File: src/rtl/bus_dma_arbiter.sv
// bus_dma_arbiter: 4-channel DMA bus arbiter, hold/hlda handshake, fixed or rotating priority, beat-limited tenures
module bus_dma_arbiter #(
  parameter int ROTATE    = 1,
  parameter int MAX_BEATS = 16
) (
  input  logic       clk,
  input  logic       rst,
  input  logic [3:0] dreq,
  input  logic       hlda,
  output logic       hold,
  output logic [3:0] dack,
  output logic       busy,
  output logic       abort,
  output logic [1:0] state
);
  localparam logic [1:0] IDLE = 2'd0, REQ = 2'd1, GRANT = 2'd2, RELEASE = 2'd3;
  localparam logic [4:0] LAST = 5'(MAX_BEATS - 1);
  logic [1:0] nxt, winner, last_winner, base, pick;
  logic [3:0] rot;
  logic [4:0] beats;
  logic       win_req, at_limit;
  // rotate the request vector so the search always starts at bit 0, then undo the offset
  assign base     = ROTATE != 0 ? last_winner + 2'd1 : 2'd0;
  assign rot      = 4'({dreq, dreq} >> base);
  assign pick     = base + (rot[0] ? 2'd0 : rot[1] ? 2'd1 : rot[2] ? 2'd2 : 2'd3);
  assign win_req  = dreq[winner];
  assign at_limit = beats == LAST;
  always_comb begin
    nxt = state;
    case (state)
      IDLE:    nxt = |dreq ? REQ : IDLE;
      REQ:     nxt = (hlda && |dreq) ? GRANT : ~|dreq ? RELEASE : REQ;
      GRANT:   nxt = (!hlda || !win_req || at_limit) ? RELEASE : GRANT;
      default: nxt = hlda ? RELEASE : IDLE;
    endcase
  end
  always_ff @(posedge clk or negedge rst) begin
    if (!rst) begin
      state       <= IDLE;
      winner      <= 2'd0;
      last_winner <= 2'd3;
      beats       <= 5'd0;
      abort       <= 1'b0;
    end else begin
      state <= nxt;
      abort <= state == GRANT && !hlda;
      if (state == REQ && nxt == GRANT) begin
        winner      <= pick;
        last_winner <= pick;
        beats       <= 5'd0;
      end else if (state == GRANT && hlda && win_req && !at_limit) begin
        beats <= beats + 5'd1;
      end
    end
  end
  assign hold = state == REQ || state == GRANT;
  assign dack = state == GRANT ? 4'b0001 << winner : 4'b0000;
  assign busy = state != IDLE;
endmodule

File: config.mk
export PLATFORM = sky130hd
export DESIGN_NAME = bus_dma_arbiter
export DESIGN_NICKNAME = d
export VERILOG_FILES = /design/src/rtl/bus_dma_arbiter.sv
export SDC_FILE = /design/constraint.sdc
export NUM_CORES = 1
export LEC_CHECK = 0
export BUFFER_PORTS_ARGS = -buffer_cell sky130_fd_sc_hd__buf_2
export CAP_MARGIN = 10
export CORE_UTILIZATION = 35
export CTS_BUF_LIST = sky130_fd_sc_hd__clkbuf_8
export DETAILED_ROUTE_END_ITERATION = 8
export GPL_TIMING_DRIVEN = 0
export PLACE_DENSITY = 0.66
export SLEW_MARGIN = 30
export SYNTH_ARGS = -nofsm -noshare
export SYNTH_HDL_FRONTEND = slang
export SYNTH_SLANG_ARGS = --single-unit
File: constraint.sdc
create_clock -name clk -period 3.2 [get_ports clk]
set_input_delay 0.64 -clock clk [delete_from_list [all_inputs] [get_ports clk]]
set_output_delay 0.64 -clock clk [all_outputs]
set_load 0.05 [all_outputs]
* Word level (Yosys, flattened, before mapping) *
Cells that the tools add are included.

word-level totals
  flip-flop bits (word level) = 12
  logic and storage cells = 45
  output and inout port bits = 9

operators by class
  order comparisons = 1
  reduce and logical (&&, ||, !) cells = 16
  eq/ne operators = 4
  add/subtract/negate cells = 3
  shift-type cells = 2
  muxes and demuxes = 14

operators with widths
  operator             count
  $mux 2               5
  $mux 5               2
  $shr 8x2->3          1
  $logic_and 1x1->1    6
  $pmux 2 s3           1
  $add 5x1->5 const B  1
  $eq 5x4->1 const B   1
  $eq 2x2->1 const B   2
  $mux 1               4
  $mux 4               1
  $reduce_bool 2->1    2
  $reduce_or 4->1      1
  $shl 1x2->4 const A  1
  $logic_not 1->1      3
  $logic_or 1x1->1     3
  $lt 2x3->1 const B   1
  $add 2x1->2 const B  1
  $add 2x2->2          1
  $bmux 1 s2           1
  $eq 2x1->1 const B   1
  $logic_not 2->1      1

* Logic depth before layout (Yosys ltp) *
Gate-level depths: netlist of the first run.

  depth after elaboration = 10
  depth in mapped cells = 9

* Worst setup path before layout of the first run *
No wires, ideal clock.

  path type = reg2out
  from = reg state[1]
  to = out dack[2]
  stages on the path, launching flop included = 4
  slack = 0.293 ns
  required time = 2.560 ns
  data arrival time = 2.267 ns
  path through = dfrtp_1 ha_1 inv_1 nor3b_1

between the ends
  longest elaborated chain between the ends = 2

ends and longest elaborated chain
  what                    RTL line  RTL
  start, declared         14        output logic [1:0] state
  start signal, assigned  45        state <= nxt;
  $eq 2x2->1              57        assign dack = state == GRANT ? 4'b0001 << winner : 4'b0000;
  $mux 4                  57
  end, declared           11        output logic [3:0] dack,

No other way between the ends.

* Worst setup path in the final report of the first run *
  from = reg beats[0]
  to = reg winner[0]

between the ends
  longest elaborated chain between the ends = 6

ends and longest elaborated chain
  what                    RTL line  RTL
  start, declared         20        logic [4:0] beats;
  start signal, assigned  52        beats <= beats + 5'd1;
  $eq 5x4->1              27        assign at_limit = beats == LAST;
  $logic_or 1x1->1        33        GRANT: nxt = (!hlda || !win_req || at_limit) ? RELEASE : GRANT;
  $mux 1                  33
  $pmux 2 s3              30        case (state)
  $eq 2x2->1              47        if (state == REQ && nxt == GRANT) begin
  $logic_and 1x1->1       47
  end signal, assigned    48        winner <= pick;
  end, declared           18        logic [1:0] nxt, winner, last_winner, base, pick;

No other way between the ends.
A chain may end at the register's enable or synchronous reset.

==> impl_metrics.csv, run 1 <==
group,metric,value,unit
outcome,outcome,"finished clean",
synthesis,synth_cell_types,31,
synthesis,synth_top_cell_by_area,"dfrtp_1",
sta,fin_crit_sh,76.8,%
drt,vias,659,
sta,hold_slack,269,ps
clock_network,cts_resized,0,
sta,timing.final.max_slew_violations,0,
clock_network,cts_made_buffers,3,
sta,clock_skews,7.43,ps
global_routing,wire_length_of_the_first_global_routing_pass,2.84,mm
cells_and_area,postLayoutCoreUtil,45.2,%
sta,max_freq,0.407,GHz
clock_network,clk_path_buf_depth,2,
setup_path,timing.critical_path.to_type,"flip-flop",
floorplanning,die-width,51.4,um
floorplanning,dieArea,2640,um2
floorplanning,num_rows,17,
power,power.internal,0.573,mW
setup_path,r2r.worst_path.cells,9,
place,dpl-instance-area,965,um2
sta,hold_viol,0,
setup_path,path_depth,9,
global_routing,grt_antenna_before_repair,0,
power,comb_pwr_share,59.1,%
synthesis,synth_top_area_share,29.3,%
worst_hold_path,hold_path_class,"primary input to async pin",
setup_path,cpPeakStageDelay,390,ps
setup_path,critical_path.reg2reg.endpoint,"winner[0]$_DFFE_PN0P_",
global_routing,grt_pass1_vias,646,
drt,met3RoutedLength,55,um
synthesis,synthTopCellsByArea,"dfrtp_1 (29%), ha_1 (10%), mux2_4 (7.0%), dfstp_2 (6.1%), mux2i_1 (4.7%)",
setup_path,slowest_library_cell_on_the_worst_path,"dfrtp_1",
sta,worstMarginPinSlew,276,ps
sta,grt_setup_unrepaired,"no",
setup_path,path_cells,"ha_1, and3_1, ha_1, or3b_1, o22ai_2, o21a_1, and4_4, buf_8, mux2_4",
clock_network,hold_buffers,0,
cells_and_area,area_delta_synth_final,19.3,%
drt,drc,0,
floorplanning,io-pin-count,16,
setup_path,worstPathMaxFanout,9,
drt,detail_route.vias_per_cell,4.99,
power,power_density,1020,nW/um2
setup_path,critPathBufInv,1,
sta,maxSlewHeadroom,81.6,%
floorplanning,floorplan.initialDensity,37.9,%
drt,wl_met2,684,um
power,total_power,1.04,mW
power,power.switching,0.468,mW
setup_path,wp_data_required,3320,ps
sta,postLayoutSetupSlackWorst,742,ps
drt,wl_per_cell,12.1,um
setup_path,cp_data_arrival_time,2580,ps
cells_and_area,antennaDiodeCount,0,
power,p_leak,0.515,nW
synthesis,net_count_after_synthesis,99,
synthesis,synth_seq_area_share,35.4,%
synthesis,yosysWarningCount,0,
setup_path,cp_common_cell,"ha_1",
clock_network,ctsRootBufferMaster,"clkbuf_8",
floorplanning,chipHeight,51.4,um
floorplanning,fp.coreArea,2250,um2
drt,maxUsedRoutingLayer,"met4",
cells_and_area,nFillCells,223,
drt,wirelength_met1,842,um
clock_network,cts-htree-levels,1,
cells_and_area,nets,119,
synthesis,ys_ff_latch,12,
setup_path,path_class,"flip-flop to flip-flop",
synthesis,synth_area,855,um2
sta,setup-violations-final,0,
power,worst_vdd_ir,0.615,mV
power,power.share.sequential,25.4,%
power,share_clk_of_total_power,15.5,%
clock_network,post-cts-setup-buffer-count,0,
drt,final_antenna_net_count,0,
cells_and_area,design_area_final,1020,um2
place,dpl.cell_count,128,
drt,first_pass_iters,4,
clock_network,clkSinkCount,12,
cells_and_area,drive_above_1_share,31.7,%
setup_path,reg2reg_setup_slack,740,ps
cells_and_area,mostFrequentLayoutCell,"buf_2",
place,hpwl_detailed,1.17,mm
global_routing,grt_start_max_net_pins,13,
flow_run,cap_violations,0,
drt,detailedRoute.firstIterationViolations,11,
cells_and_area,layout_common_cells,"buf_2 (15), dfrtp_1 (10), nor2_1 (9), ha_1 (7)",
synthesis,synthesis.instances,85,
global_routing,grt-ovfl-total,0,
cells_and_area,final-instance-count-excl-fill,132,
clock_network,cts_tree,"done",
clock_network,clkLatencyLatePin,240,ps
global_routing,gr-usage-all-layers,14.6,%
setup_path,critPathLaunchType,"flip-flop",
clock_network,clk_pin_slew,50,ps
setup_path,cp_top_family,"simple AND/OR/NAND/NOR gates",
setup_path,worst_r2r_startpoint,"beats[0]$_DFFE_PN0P_",
power,power_switching_share,45.0,%
synthesis,avgSynthCellArea,10.1,um2
place,portBuffers,15,
place,pre_cts_slack,724,ps
sta,min_period,2460,ps
place,finalWeightedCongestion,0.857,
drt,routed_wl,1.60,mm
sta,setup_tns,0,ps
worst reg2reg max path, cell delays in order (launching register included):
cell and delay, ps:
dfrtp_1 390, ha_1 210, and3_1 180, ha_1 190, or3b_1 360, o22ai_2 190, o21a_1 160, and4_4 230
buf_8 130, mux2_4 300
cells in the mapped netlist (all sizes together):
master	count
o21ai	2
o21a	1
xnor2	1
buf	3
nor2	9
o32a	1
xor2	4
mux2i	4
nand2b	1
inv	6
and3	3
a211oi	1
nand2	6
nor2b	1
or3b	1
mux2	5
nand3b	2
dfstp	2
or3	1
or4	1
nor3b	1
o22ai	1
and4	1
nor3	1
nand3	2
dfrtp	10
a21oi	7
ha	7
registers in the layout, summed over array words and instances, names as in the netlist:
register and flops:
beats 5, state 2, last_winner 2, winner 2, abort 1
layer usage:
metal | up-vias | track usage [%]
met5 | - | 0
met4 | 0 | 4.05
met3 | 2 | 4.46
met2 | 11 | 22.1
met1 | 315 | 19.9
li1 | 331 | -
cells by family after synthesis:
family | count (synthesis) | synth area share (%)
muxes | 9 | 13.0
adders and majority gates | 7 | 10.2
DFF | 12 | 35.4
xor gates and xnor gates | 5 | 5.12
and+or+nand+nor | 30 | 19.0
buffers and inverters | 9 | 7.03
AOI/OAI and AO/OA | 13 | 10.1
power groups by stage:
stage                     combinational (mW)  clock (mW)  sequential, mW
after detailed placement               0.615           0           0.269
final                                  0.616       0.162           0.264
after global routing                   0.672       0.178           0.272
after global placement                 0.604           0           0.266
after CTS                              0.619       0.168           0.266
after floorplan                        0.461           0           0.310
final cells by class:
type / instances / area, um2 / area share [%]
Buffer: 3 / 37.5 / 3.68
Clock buffer: 4 / 55.1 / 5.40
Inverter: 6 / 22.5 / 2.21
Multi-Input combinational cell: 64 / 492 / 48.2
Sequential cell: 12 / 303 / 29.7
Tap cell: 28 / 35.0 / 3.44
Timing Repair Buffer: 15 / 75.1 / 7.36
worst max path at each step:
stage / start / endpoint / slack (ps)
3_3_place_gp: beats[0]$_DFFE_PN0P_ / winner[1]$_DFFE_PN0P_ / 740
4_1_cts: beats[0]$_DFFE_PN0P_ / winner[0]$_DFFE_PN0P_ / 720
3_5_place_dp: beats[0]$_DFFE_PN0P_ / winner[1]$_DFFE_PN0P_ / 720
2_1_floorplan: state[1]$_DFF_PN0_ / dack[2] / 290
6_report: beats[0]$_DFFE_PN0P_ / winner[0]$_DFFE_PN0P_ / 740
5_1_grt: beats[0]$_DFFE_PN0P_ / winner[0]$_DFFE_PN0P_ / 620
Note: power is estimated with default switching activity, not from simulation.
==> inputs of run 2 (changes only) <==
==> constraint.sdc (replaced) <==
create_clock -name clk -period 2.3 [get_ports clk]
set_input_delay 0.46 -clock clk [delete_from_list [all_inputs] [get_ports clk]]
set_output_delay 0.46 -clock clk [all_outputs]
set_load 0.05 [all_outputs]
==> run 2 against run 1 <==
Compared with the run above:
- non-clock buffer count up 7
- worst hold slack worse by 170 ps
- register-to-register slack got worse by 730 ps
- critical path type unchanged
- critical endpoint is now winner[1]$_DFFE_PN0P_
- core utilization up 3.1 points
- final cell count is 5.3% higher
- sequential cell count did not move
- final area up 6.9%
- clock power increased by 22%
==> impl_metrics.csv, run 2 (synthesis results as in run 1) <==
group,metric,value,unit
flow_run,cap_violations,0,
cells_and_area,nFillCells,223,
power,power_density,1380,nW/um2
sta,grt_setup_unrepaired,"yes",
clock_network,clk_path_buf_depth,2,
sta,hold_viol,0,
cells_and_area,largest_reg_flops,5,
sta,timing.final.max_slew_violations,0,
cells_and_area,drive_above_1_share,41.4,%
global_routing,grt_pass1_vias,660,
setup_path,wp_data_required,2420,ps
place,finalWeightedCongestion,0.781,
outcome,outcome,"finished clean",
setup_path,reg2reg_setup_slack,8,ps
drt,wl_per_cell,12.4,um
clock_network,ctsRootBufferMaster,"clkbuf_8",
clock_network,clkSinkCount,12,
global_routing,wire_length_of_the_first_global_routing_pass,2.88,mm
global_routing,grt_start_max_net_pins,13,
floorplanning,die-width,51.4,um
drt,detail_route.vias_per_cell,5.06,
setup_path,worstPathMaxFanout,6,
clock_network,clkLatencyLatePin,240,ps
clock_network,cts-htree-levels,1,
cells_and_area,sequential_cell_area,303,um2
cells_and_area,area_delta_synth_final,27.5,%
cells_and_area,mostFrequentLayoutCell,"buf_2",
drt,drc,0,
setup_path,critPathLaunchType,"flip-flop",
place,dpl.cell_count,128,
cells_and_area,postLayoutCoreUtil,48.3,%
drt,routed_wl,1.73,mm
power,worst_vdd_ir,0.587,mV
drt,vias,704,
setup_path,path_class,"flip-flop to flip-flop",
drt,detailedRoute.firstIterationViolations,15,
cells_and_area,final-instance-count-excl-fill,139,
clock_network,cts_made_buffers,3,
global_routing,gr-usage-all-layers,14.5,%
place,portBuffers,15,
sta,max_freq,0.436,GHz
setup_path,cp_data_arrival_time,2410,ps
floorplanning,chipHeight,51.4,um
drt,final_antenna_net_count,0,
floorplanning,fp.coreArea,2250,um2
sta,setup-violations-final,0,
clock_network,cts_tree,"done",
setup_path,timing.critical_path.to_type,"flip-flop",
sta,maxSlewHeadroom,80.1,%
clock_network,clk_pin_slew,60,ps
sta,hold_slack,94.6,ps
floorplanning,floorplan.initialDensity,37.9,%
place,hpwl_detailed,1.27,mm
floorplanning,num_rows,17,
floorplanning,dieArea,2640,um2
global_routing,grt-ovfl-total,0,
global_routing,grt_antenna_before_repair,0,
power,p_leak,0.547,nW
floorplanning,io-pin-count,16,
worst_hold_path,hold_path_class,"primary input to async pin",
sta,clock_skews,5.13,ps
sta,fin_crit_sh,99.7,%
sta,min_period,2290,ps
cells_and_area,nets,126,
cells_and_area,largest_register,"beats",
cells_and_area,multi_input_comb_area,527,um2
drt,first_pass_iters,4,
sta,worstMarginPinSlew,299,ps
cells_and_area,antennaDiodeCount,0,
cells_and_area,layout_common_cells,"buf_2 (15), dfrtp_1 (10), nor2_1 (9), buf_4 (8), inv_1 (7)",
-- run 2: worst max-delay path, cell delays in order (launching register included) --
cell and delay [ps]:
dfrtp_1 390, ha_2 190, and3_4 180, ha_4 150, or3b_4 360, o22ai_2 140
o21a_1 160, and4_4 280, mux2_4 310
-- run 2: final timing paths --
check                                      from                         end  depth (start not counted)
setup / recovery           beats[0]$_DFFE_PN0P_       winner[1]$_DFFE_PN0P_                          8
max in group asynchronous                   rst  last_winner[1]$_DFFE_PN1P_                          1
min in group clk                           hlda             abort$_DFF_PN0_                          2
hold reg to reg            beats[3]$_DFFE_PN0P_        beats[3]$_DFFE_PN0P_                          2
setup reg to reg           beats[0]$_DFFE_PN0P_       winner[1]$_DFFE_PN0P_                          8
hold / removal                              rst             abort$_DFF_PN0_                          1
-- run 2: stage by stage --
step / total power [mW] / instance area (um2) / TNS, ps / setup WS (ps)
after floorplan: 1.09 / 885 / -18.2 / -9.09
after global placement: 1.22 / 995 / -459 / -134
after CTS: 1.48 / 1050 / 0 / 4.70
after global routing: 1.62 / 1090 / -247 / -80.6
after detailed placement: 1.25 / 995 / -474 / -143
final: 1.51 / 1090 / 0 / 7.95
-- run 2: per-layer routing --
metal | track usage (%) | share of wire, % | vias up | wire length [um]
met5 | 0 | 0 | - | 0
li1 | - | - | 344 | -
met1 | 17.4 | 45 | 347 | 774
met3 | 2.98 | 3.9 | 0 | 68
met4 | 4.05 | 0 | 0 | 0
met2 | 25.8 | 51 | 13 | 885
-- run 2: where the power goes --
part | internal, mW | total (mW) | leakage [nW] | switching [mW]
Sequential | 0.303 | 0.373 | 0.151 | 0.0700
Combinational | 0.406 | 0.939 | 0.369 | 0.533
Clock | 0.118 | 0.197 | 0.0269 | 0.0795
Total | 0.826 | 1.51 | 0.547 | 0.683
-- run 2: layout make-up --
class	instances	share of cell area [%]
Inverter	6	2.07
Buffer	2	2.07
Tap cell	28	3.21
Multi-Input combinational cell	64	48.3
Sequential cell	12	27.8
Clock buffer	3	3.79
Clock inverter	1	0.344
Timing Repair Buffer	23	12.4
-- run 2: timing repair --
item | 4_1_cts | 5_1_grt
setup buffers | 4 | 4
pin swaps | 2 | 4
hold buffers | 0 | 0
gates resized for setup | 0 | 2
endpoints found under the setup margin | 4 | 4
